## config.mk

```make
export PLATFORM = sky130hd
export DESIGN_NAME = ex_skid_reg
export DESIGN_NICKNAME = d
export VERILOG_FILES = /design/src/rtl/ex_skid_reg_pkg.sv /design/src/rtl/ex_skid_reg_beat_fmt.sv /design/src/rtl/ex_skid_reg.sv
export SDC_FILE = /design/constraint.sdc
export NUM_CORES = 1
export LEC_CHECK = 0
export ABC_AREA = 1
export CORE_MARGIN = 2
export CORE_UTILIZATION = 50
export DETAILED_ROUTE_END_ITERATION = 8
export PLACE_DENSITY = 0.88
export SLEW_MARGIN = 10
export SYNTH_ARGS = -nofsm -noshare
export SYNTH_HDL_FRONTEND = slang
export SYNTH_SLANG_ARGS = --single-unit
```

## constraint.sdc

```tcl
create_clock -name clk -period 10.2 [get_ports clk]
set_input_delay 2.04 -clock clk [delete_from_list [all_inputs] [get_ports clk]]
set_output_delay 2.04 -clock clk [all_outputs]
set_load 0.01 [all_outputs]
```

## src/rtl/ex_skid_reg_pkg.sv

```systemverilog
// Shared ISA codes, beat field layout and FSM state type for the EX-stage
// skid register.
//   MEM_OP_* / CTRL_OP_* / ISA_EXP_* : opcode and exception encodings
//   beat_ctrl_t                      : fixed-width control fields of one beat
//   skid_state_e                     : buffer occupancy state
package ex_skid_reg_pkg;

  localparam int unsigned MEM_OP_W   = 2;
  localparam int unsigned CTRL_OP_W  = 2;
  localparam int unsigned EXP_CODE_W = 3;

  localparam logic [MEM_OP_W-1:0]   MEM_OP_NOP       = MEM_OP_W'(0);
  localparam logic [CTRL_OP_W-1:0]  CTRL_OP_NOP      = CTRL_OP_W'(0);
  localparam logic [EXP_CODE_W-1:0] ISA_EXP_NO_EXP   = EXP_CODE_W'(0);
  localparam logic [EXP_CODE_W-1:0] ISA_EXP_EXT_INT  = EXP_CODE_W'(1);
  localparam logic [EXP_CODE_W-1:0] ISA_EXP_OVERFLOW = EXP_CODE_W'(3);

  typedef enum logic [1:0] {
    ST_EMPTY = 2'd0,
    ST_FULL  = 2'd1,
    ST_SKID  = 2'd2
  } skid_state_e;

  // Control part of a beat; wide parameterised fields are carried separately.
  typedef struct packed {
    logic                  br_flag;
    logic [MEM_OP_W-1:0]   mem_op;
    logic [CTRL_OP_W-1:0]  ctrl_op;
    logic                  gpr_we_;
    logic [EXP_CODE_W-1:0] exp_code;
  } beat_ctrl_t;

  // Control fields of an empty entry: no write-back, no exception.
  function automatic beat_ctrl_t beat_ctrl_idle();
    beat_ctrl_t c;
    c.br_flag  = 1'b0;
    c.mem_op   = MEM_OP_NOP;
    c.ctrl_op  = CTRL_OP_NOP;
    c.gpr_we_  = 1'b1;
    c.exp_code = ISA_EXP_NO_EXP;
    return c;
  endfunction

endpackage

```

## src/rtl/ex_skid_reg_beat_fmt.sv

```systemverilog
// ex_beat_fmt: combinational capture/rewrite of one incoming beat.
// Ports:
//   i_int_detect, i_alu_of : exception sources (interrupt wins)
//   i_alu_out, i_pc, i_*   : raw ID/ALU beat fields
//   o_*_c                  : formatted beat, ready to be stored in any entry
module ex_beat_fmt
  import ex_skid_reg_pkg::*;
#(
  parameter int unsigned PC_W       = 30,
  parameter int unsigned DATA_W     = 32,
  parameter int unsigned REG_ADDR_W = 5
) (
  input  logic                  i_int_detect,
  input  logic                  i_alu_of,
  input  logic [DATA_W-1:0]     i_alu_out,
  input  logic [PC_W-1:0]       i_pc,
  input  logic                  i_br_flag,
  input  logic [MEM_OP_W-1:0]   i_mem_op,
  input  logic [DATA_W-1:0]     i_mem_wr_data,
  input  logic [CTRL_OP_W-1:0]  i_ctrl_op,
  input  logic [REG_ADDR_W-1:0] i_dst_addr,
  input  logic                  i_gpr_we_,
  input  logic [EXP_CODE_W-1:0] i_exp_code,
  output logic [PC_W-1:0]       o_pc_c,
  output logic                  o_br_flag_c,
  output logic [MEM_OP_W-1:0]   o_mem_op_c,
  output logic [DATA_W-1:0]     o_mem_wr_data_c,
  output logic [CTRL_OP_W-1:0]  o_ctrl_op_c,
  output logic [REG_ADDR_W-1:0] o_dst_addr_c,
  output logic                  o_gpr_we_c_,
  output logic [EXP_CODE_W-1:0] o_exp_code_c,
  output logic [DATA_W-1:0]     o_out_c
);

  // PC and branch-delay flag survive an exception so the handler can return.
  assign o_pc_c      = i_pc;
  assign o_br_flag_c = i_br_flag;

  // Exceptions squash every side effect of the beat and tag its cause.
  always_comb begin
    o_mem_op_c      = i_mem_op;
    o_mem_wr_data_c = i_mem_wr_data;
    o_ctrl_op_c     = i_ctrl_op;
    o_dst_addr_c    = i_dst_addr;
    o_gpr_we_c_     = i_gpr_we_;
    o_exp_code_c    = i_exp_code;
    o_out_c         = i_alu_out;
    if (i_int_detect || i_alu_of) begin
      o_mem_op_c      = MEM_OP_NOP;
      o_mem_wr_data_c = '0;
      o_ctrl_op_c     = CTRL_OP_NOP;
      o_dst_addr_c    = '0;
      o_gpr_we_c_     = 1'b1;
      o_out_c         = '0;
      o_exp_code_c    = i_int_detect ? ISA_EXP_EXT_INT : ISA_EXP_OVERFLOW;
    end
  end

endmodule

```

## src/rtl/ex_skid_reg.sv

```systemverilog
// ex_skid_reg: EX pipeline register with optional two-entry skid buffer.
// Ports:
//   clk, reset                 : clock, async active-high reset
//   in_valid / in_ready        : upstream handshake
//   flush, int_detect, alu_of  : flush and exception inputs
//   alu_out, id_*              : incoming beat fields
//   ex_en / out_ready          : downstream handshake
//   ex_*                       : registered outgoing beat fields
// SKID_EN=1 gives a registered in_ready (main + skid entry);
// SKID_EN=0 gives a single register with combinational in_ready.
module ex_skid_reg
  import ex_skid_reg_pkg::*;
#(
  parameter int unsigned PC_W       = 30,
  parameter int unsigned DATA_W     = 32,
  parameter int unsigned REG_ADDR_W = 5,
  parameter int unsigned SKID_EN    = 1
) (
  input  logic                  clk,
  input  logic                  reset,
  input  logic                  in_valid,
  output logic                  in_ready,
  input  logic                  flush,
  input  logic                  int_detect,
  input  logic                  alu_of,
  input  logic [DATA_W-1:0]     alu_out,
  input  logic [PC_W-1:0]       id_pc,
  input  logic                  id_br_flag,
  input  logic [1:0]            id_mem_op,
  input  logic [DATA_W-1:0]     id_mem_wr_data,
  input  logic [1:0]            id_ctrl_op,
  input  logic [REG_ADDR_W-1:0] id_dst_addr,
  input  logic                  id_gpr_we_,
  input  logic [2:0]            id_exp_code,
  output logic                  ex_en,
  input  logic                  out_ready,
  output logic [PC_W-1:0]       ex_pc,
  output logic                  ex_br_flag,
  output logic [1:0]            ex_mem_op,
  output logic [DATA_W-1:0]     ex_mem_wr_data,
  output logic [1:0]            ex_ctrl_op,
  output logic [REG_ADDR_W-1:0] ex_dst_addr,
  output logic                  ex_gpr_we_,
  output logic [2:0]            ex_exp_code,
  output logic [DATA_W-1:0]     ex_out
);

  localparam bit LP_SKID = (SKID_EN != 0);

  skid_state_e           r_state;
  logic                  r_in_ready;

  logic                  r_main_vld;
  logic [PC_W-1:0]       r_main_pc;
  beat_ctrl_t            r_main_ctrl;
  logic [DATA_W-1:0]     r_main_wr_data;
  logic [REG_ADDR_W-1:0] r_main_dst;
  logic [DATA_W-1:0]     r_main_out;

  logic [PC_W-1:0]       r_skid_pc;
  beat_ctrl_t            r_skid_ctrl;
  logic [DATA_W-1:0]     r_skid_wr_data;
  logic [REG_ADDR_W-1:0] r_skid_dst;
  logic [DATA_W-1:0]     r_skid_out;

  logic                  w_accept;
  logic [PC_W-1:0]       w_fmt_pc;
  logic                  w_fmt_br_flag;
  logic [1:0]            w_fmt_mem_op;
  logic [DATA_W-1:0]     w_fmt_wr_data;
  logic [1:0]            w_fmt_ctrl_op;
  logic [REG_ADDR_W-1:0] w_fmt_dst;
  logic                  w_fmt_gpr_we_;
  logic [2:0]            w_fmt_exp_code;
  logic [DATA_W-1:0]     w_fmt_out;
  beat_ctrl_t            w_fmt_ctrl;

  // One formatter feeds whichever entry captures the beat.
  ex_beat_fmt #(
    .PC_W       (PC_W),
    .DATA_W     (DATA_W),
    .REG_ADDR_W (REG_ADDR_W)
  ) u_beat_fmt (
    .i_int_detect    (int_detect),
    .i_alu_of        (alu_of),
    .i_alu_out       (alu_out),
    .i_pc            (id_pc),
    .i_br_flag       (id_br_flag),
    .i_mem_op        (id_mem_op),
    .i_mem_wr_data   (id_mem_wr_data),
    .i_ctrl_op       (id_ctrl_op),
    .i_dst_addr      (id_dst_addr),
    .i_gpr_we_       (id_gpr_we_),
    .i_exp_code      (id_exp_code),
    .o_pc_c          (w_fmt_pc),
    .o_br_flag_c     (w_fmt_br_flag),
    .o_mem_op_c      (w_fmt_mem_op),
    .o_mem_wr_data_c (w_fmt_wr_data),
    .o_ctrl_op_c     (w_fmt_ctrl_op),
    .o_dst_addr_c    (w_fmt_dst),
    .o_gpr_we_c_     (w_fmt_gpr_we_),
    .o_exp_code_c    (w_fmt_exp_code),
    .o_out_c         (w_fmt_out)
  );

  assign w_fmt_ctrl.br_flag  = w_fmt_br_flag;
  assign w_fmt_ctrl.mem_op   = w_fmt_mem_op;
  assign w_fmt_ctrl.ctrl_op  = w_fmt_ctrl_op;
  assign w_fmt_ctrl.gpr_we_  = w_fmt_gpr_we_;
  assign w_fmt_ctrl.exp_code = w_fmt_exp_code;

  // Skid mode: ready comes from a flop tracking (state != SKID), so there is
  // no combinational path from out_ready back upstream.
  assign in_ready = LP_SKID ? r_in_ready : (out_ready | ~r_main_vld);
  assign w_accept = in_valid & in_ready;

  // Occupancy FSM and entry storage.
  always_ff @(posedge clk or posedge reset) begin
    if (reset) begin
      r_state        <= ST_EMPTY;
      r_in_ready     <= 1'b1;
      r_main_vld     <= 1'b0;
      r_main_pc      <= '0;
      r_main_ctrl    <= beat_ctrl_idle();
      r_main_wr_data <= '0;
      r_main_dst     <= '0;
      r_main_out     <= '0;
      r_skid_pc      <= '0;
      r_skid_ctrl    <= beat_ctrl_idle();
      r_skid_wr_data <= '0;
      r_skid_dst     <= '0;
      r_skid_out     <= '0;
    end else if (flush) begin
      // Flush overrides any same-cycle accept or output transfer.
      r_state        <= ST_EMPTY;
      r_in_ready     <= 1'b1;
      r_main_vld     <= 1'b0;
      r_main_pc      <= '0;
      r_main_ctrl    <= beat_ctrl_idle();
      r_main_wr_data <= '0;
      r_main_dst     <= '0;
      r_main_out     <= '0;
      r_skid_pc      <= '0;
      r_skid_ctrl    <= beat_ctrl_idle();
      r_skid_wr_data <= '0;
      r_skid_dst     <= '0;
      r_skid_out     <= '0;
    end else begin
      case (r_state)
        ST_EMPTY: begin
          if (w_accept) begin
            r_main_vld     <= 1'b1;
            r_main_pc      <= w_fmt_pc;
            r_main_ctrl    <= w_fmt_ctrl;
            r_main_wr_data <= w_fmt_wr_data;
            r_main_dst     <= w_fmt_dst;
            r_main_out     <= w_fmt_out;
            r_state        <= ST_FULL;
          end
        end
        ST_FULL: begin
          if (w_accept && out_ready) begin
            // Outgoing beat leaves while the new one takes its place.
            r_main_pc      <= w_fmt_pc;
            r_main_ctrl    <= w_fmt_ctrl;
            r_main_wr_data <= w_fmt_wr_data;
            r_main_dst     <= w_fmt_dst;
            r_main_out     <= w_fmt_out;
          end else if (w_accept && LP_SKID) begin
            r_skid_pc      <= w_fmt_pc;
            r_skid_ctrl    <= w_fmt_ctrl;
            r_skid_wr_data <= w_fmt_wr_data;
            r_skid_dst     <= w_fmt_dst;
            r_skid_out     <= w_fmt_out;
            r_state        <= ST_SKID;
            r_in_ready     <= 1'b0;
          end else if (out_ready) begin
            r_main_vld     <= 1'b0;
            r_state        <= ST_EMPTY;
          end
        end
        ST_SKID: begin
          if (out_ready) begin
            r_main_pc      <= r_skid_pc;
            r_main_ctrl    <= r_skid_ctrl;
            r_main_wr_data <= r_skid_wr_data;
            r_main_dst     <= r_skid_dst;
            r_main_out     <= r_skid_out;
            r_state        <= ST_FULL;
            r_in_ready     <= 1'b1;
          end
        end
        default: begin
          r_state    <= ST_EMPTY;
          r_main_vld <= 1'b0;
          r_in_ready <= 1'b1;
        end
      endcase
    end
  end

  assign ex_en          = r_main_vld;
  assign ex_pc          = r_main_pc;
  assign ex_br_flag     = r_main_ctrl.br_flag;
  assign ex_mem_op      = r_main_ctrl.mem_op;
  assign ex_mem_wr_data = r_main_wr_data;
  assign ex_ctrl_op     = r_main_ctrl.ctrl_op;
  assign ex_dst_addr    = r_main_dst;
  assign ex_gpr_we_     = r_main_ctrl.gpr_we_;
  assign ex_exp_code    = r_main_ctrl.exp_code;
  assign ex_out         = r_main_out;

endmodule

```

==> flow_results.xml <==
<?xml version="1.0" encoding="UTF-8"?>
<metrics>
  <group name="timing">
    <metric name="totalNegativeSetupSlack" unit="ns">0</metric>
    <metric name="actual_slew_at_the_worst_max_slew_pin" unit="ns">1.22</metric>
    <metric name="hold_violations" unit="">0</metric>
    <metric name="report.final.setup_viol" unit="">0</metric>
    <metric name="period_share" unit="">0.527</metric>
    <metric name="rsz0062_at_grt" unit="">no</metric>
    <metric name="maxSlewHeadroom" unit="">0.184</metric>
    <metric name="post-route-worst-setup-slack" unit="ns">4.82</metric>
    <metric name="layout_min_cycle_time" unit="ns">5.38</metric>
    <metric name="clock.fmax" unit="GHz">0.186</metric>
    <metric name="clock-skew-final" unit="ns">0.0221</metric>
    <metric name="slew_violations" unit="">0</metric>
  </group>
  <group name="synth">
    <metric name="area_contributors_post_synth" unit="">dfrtp_1, nand2_1, o21ai_0</metric>
    <metric name="post_synth.cell_area_avg" unit="um^2">7.54</metric>
    <metric name="number_of_enable_type_register_cells_in_the_synthesized_netlist" unit="">0</metric>
    <metric name="synthesis.instances" unit="">1400</metric>
    <metric name="synth.cell_area" unit="um^2">10600</metric>
    <metric name="synth_seq_area_share" unit="">0.522</metric>
    <metric name="post_synth_and_or_nand_nor_area_fraction" unit="">0.223</metric>
    <metric name="synth_compound_area_frac" unit="">0.166</metric>
    <metric name="post_synth_xor_area_fraction" unit="">0</metric>
    <metric name="synth_top_family_by_area" unit="">simple AND/OR/NAND/NOR gates</metric>
    <metric name="synth.most_common_cell" unit="">nand2_1</metric>
    <metric name="synthDistinctLibCells" unit="">21</metric>
    <metric name="async_reset_ff_frac" unit="">1.00</metric>
    <metric name="synthTopCellsByCount" unit="">nand2_1, o21ai_0, dfrtp_1</metric>
    <metric name="yosys_most_used_dff" unit="">dfrtp_1</metric>
    <metric name="synthDominantCellAreaShare" unit="">0.515</metric>
    <metric name="yosys_warnings" unit="">0</metric>
    <metric name="synth.area.mux_share" unit="">0</metric>
    <metric name="post-synth-top-area-cell" unit="">dfrtp_1</metric>
    <metric name="syn-num-nets" unit="">1519</metric>
    <metric name="ys_ff_latch" unit="">220</metric>
    <metric name="synth_fa_ha_area_frac" unit="">0.00474</metric>
  </group>
  <group name="clocking">
    <metric name="ctsResizeCount" unit="">0</metric>
    <metric name="cts_htree_levels" unit="">1</metric>
    <metric name="worst_setup_hold_path_clk_slew" unit="ns">0.06</metric>
    <metric name="cts_hold_buffers" unit="">0</metric>
    <metric name="cts_root_buf" unit="">clkbuf_16</metric>
    <metric name="cts-root-to-sink-buffers" unit="">3</metric>
    <metric name="tritoncts.num_buffers" unit="">23</metric>
    <metric name="clkSinkCount" unit="">220</metric>
    <metric name="tritoncts_clock_tree" unit="">built</metric>
    <metric name="clk-insertion-delay-late" unit="ns">0.51</metric>
    <metric name="postCtsSetupRepairBufs" unit="">0</metric>
  </group>
  <group name="power">
    <metric name="p_seq_frac" unit="">0.381</metric>
    <metric name="leakagePower" unit="uW">0.00685</metric>
    <metric name="power.switching_fraction" unit="">0.345</metric>
    <metric name="p_sw" unit="uW">1050</metric>
    <metric name="powerDensity" unit="nW/um^2">224</metric>
    <metric name="totalPowerFinal" unit="uW">3050</metric>
    <metric name="share_of_total_power_in_combinational_logic" unit="">0.329</metric>
    <metric name="internal_power" unit="uW">2000</metric>
    <metric name="clock_power_share" unit="">0.290</metric>
    <metric name="vdd.ir_drop.worst" unit="mV">0.172</metric>
  </group>
  <group name="worst_setup_path">
    <metric name="cp.arrival" unit="ns">5.81</metric>
    <metric name="crit_fanout" unit="">110</metric>
    <metric name="worst-r2r-cell-count" unit="">8</metric>
    <metric name="worst_setup_path_start_kind" unit="">input port</metric>
    <metric name="worstSetupPathType" unit="">input port to flip-flop</metric>
    <metric name="reg2reg_slack" unit="ns">6.38</metric>
    <metric name="critical_path.endpoint_type" unit="">flip-flop</metric>
    <metric name="required" unit="ns">10.64</metric>
  </group>
  <group name="detailed_routing">
    <metric name="first_iter_violations" unit="">675</metric>
    <metric name="via_per_inst" unit="">5.31</metric>
    <metric name="routed_wl" unit="um">28700</metric>
    <metric name="post_drt_antenna_nets" unit="">0</metric>
    <metric name="detailedRoute.firstPassIterationCount" unit="">6</metric>
    <metric name="dr_total_vias" unit="">9797</metric>
    <metric name="detail_route.drc_violations" unit="">0</metric>
    <metric name="post_drt_wl_per_cell" unit="um">15.6</metric>
  </group>
  <group name="run_status">
    <metric name="status" unit="">finished clean</metric>
  </group>
  <group name="global_routing">
    <metric name="global_route.usage.met1" unit="">0.348</metric>
    <metric name="grt_first_pass_wirelength" unit="um">47000</metric>
    <metric name="globalRouteTotalUtil" unit="">0.257</metric>
    <metric name="grt.met3_usage" unit="">0.0407</metric>
    <metric name="global_route.usage.met2" unit="">0.426</metric>
    <metric name="grt_busiest_layer" unit="">met2</metric>
    <metric name="grt_overflow" unit="">0</metric>
    <metric name="antenna_found_initial" unit="">0</metric>
    <metric name="grt_pass1_vias" unit="">9637</metric>
    <metric name="grt_start_max_net_pins" unit="">138</metric>
  </group>
  <group name="finish">
    <metric name="antenna_cells" unit="">0</metric>
    <metric name="final_nets" unit="">1673</metric>
    <metric name="synthToLayoutAreaGrowth" unit="%">28.8</metric>
    <metric name="layout-drive-gt1-share" unit="">0.0408</metric>
    <metric name="final.fill_count" unit="">1709</metric>
  </group>
  <group name="floorplan">
    <metric name="initial_core_utilization" unit="">0.505</metric>
    <metric name="die_w" unit="um">149</metric>
    <metric name="dieHeight" unit="um">149</metric>
    <metric name="fp-row-count" unit="">53</metric>
    <metric name="core_area" unit="um^2">20900</metric>
    <metric name="die_area" unit="um^2">22300</metric>
    <metric name="io_pins" unit="">225</metric>
  </group>
  <group name="hold_path">
    <metric name="min-delay-path-class" unit="">flip-flop to flip-flop</metric>
    <metric name="worst_hold_path_stage_count" unit="">2</metric>
  </group>
  <group name="run">
    <metric name="drv_cap" unit="">0</metric>
  </group>
  <group name="placement">
    <metric name="dp_hpwl" unit="um">17100</metric>
    <metric name="globalplace.congestion" unit="">0.836</metric>
    <metric name="dp_worst_setup_slack" unit="ns">4.32</metric>
    <metric name="place.port_buffers" unit="">224</metric>
  </group>
</metrics>
-- final timing paths --
| path | to | from |
|---|---|---|
| min in group asynchronous | ex_mem_wr_data[4] | reset |
| worst min register to register | r_skid_ctrl[3] | r_skid_ctrl[3] |
| worst max register to register | ex_ctrl_op[1] | r_state[0] |
| worst max-delay path | ex_mem_wr_data[0] | flush |
| worst min-delay path | r_skid_ctrl[3] | r_skid_ctrl[3] |
| max in group asynchronous | r_skid_pc[21] | reset |
-- power by group through the flow --
stage / registers (uW) / clock network (uW) / logic [uW]
finish: 1160 / 884 / 1000
global route: 1180 / 932 / 1100
CTS: 1160 / 894 / 1010
detailed placement: 1170 / 0 / 1000
global placement: 1170 / 0 / 975
floorplan: 1210 / 0 / 480
-- sequential cells by signal, indices dropped and copies added (netlist names), 2 cells and up --
register	cells
r_skid_ctrl	9
ex_exp_code	3
ex_dst_addr	5
ex_mem_op	2
ex_out	32
r_skid_out	32
ex_ctrl_op	2
ex_pc	30
ex_mem_wr_data	32
r_state	2
r_skid_dst	5
r_skid_pc	30
r_skid_wr_data	32
-- metal layers --
metal  wire (um)  vias to the layer above
met5           0                        -
met3        2190                       53
met1       12000                     4585
met2       13800                      432
met4         673                        0
li1            -                     4727
-- cells in the final DEF, fill, tap and decap left out, drive strengths merged --
cell type	Yosys	final
a21oi	104	104
buf	39	9
bufinv	0	3
clkbuf	64	30
clkdlybuf4s50	0	223
clkinv	0	5
clkinvlp	0	1
dfrtp	217	217
dfstp	3	3
ha	4	4
inv	116	117
nand2	403	403
nand3	39	39
nor2	164	164
o21ai	246	246
or2	1	1
-- per-stage QoR --
step / std cells / util / instance area [um^2] / hold WS [ns]
after floorplan: 1400 / - / 10600 / 0.443
after global placement: 1804 / 0.612 / 12800 / 0.451
after detailed placement: 1804 / 0.612 / 12800 / 0.459
after CTS: 1844 / 0.651 / 13600 / 0.470
after global routing: 1844 / 0.651 / 13600 / 0.479
final: 1844 / 0.651 / 13600 / 0.473
-- worst max-delay path, stage by stage --
cell and delay, ns:
clkdlybuf4s50_1 0.66, inv_2 0.45, nand3_1 0.33, nand2_4 0.63
nor2_8 0.65, buf_4 0.77, nand2_1 0.15, nand2_1 0.10
-- cell families after synthesis --
group,after synthesis
buffers and inverters,219
adders and majority gates,4
DFF,220
AOI/OAI and AO/OA,350
and+or+nand+nor,607
-- layout make-up --
cell class,count,area (um^2),area share
sequential,220,5510,0.405
timing repair buffer,232,2300,0.169
inverter,116,445,0.0328
tap,275,344,0.0253
clock buffer,30,662,0.0487
clock inverter,10,139,0.0102
multi-input combinational,961,4190,0.309
Power figures use the tool's default switching activity.
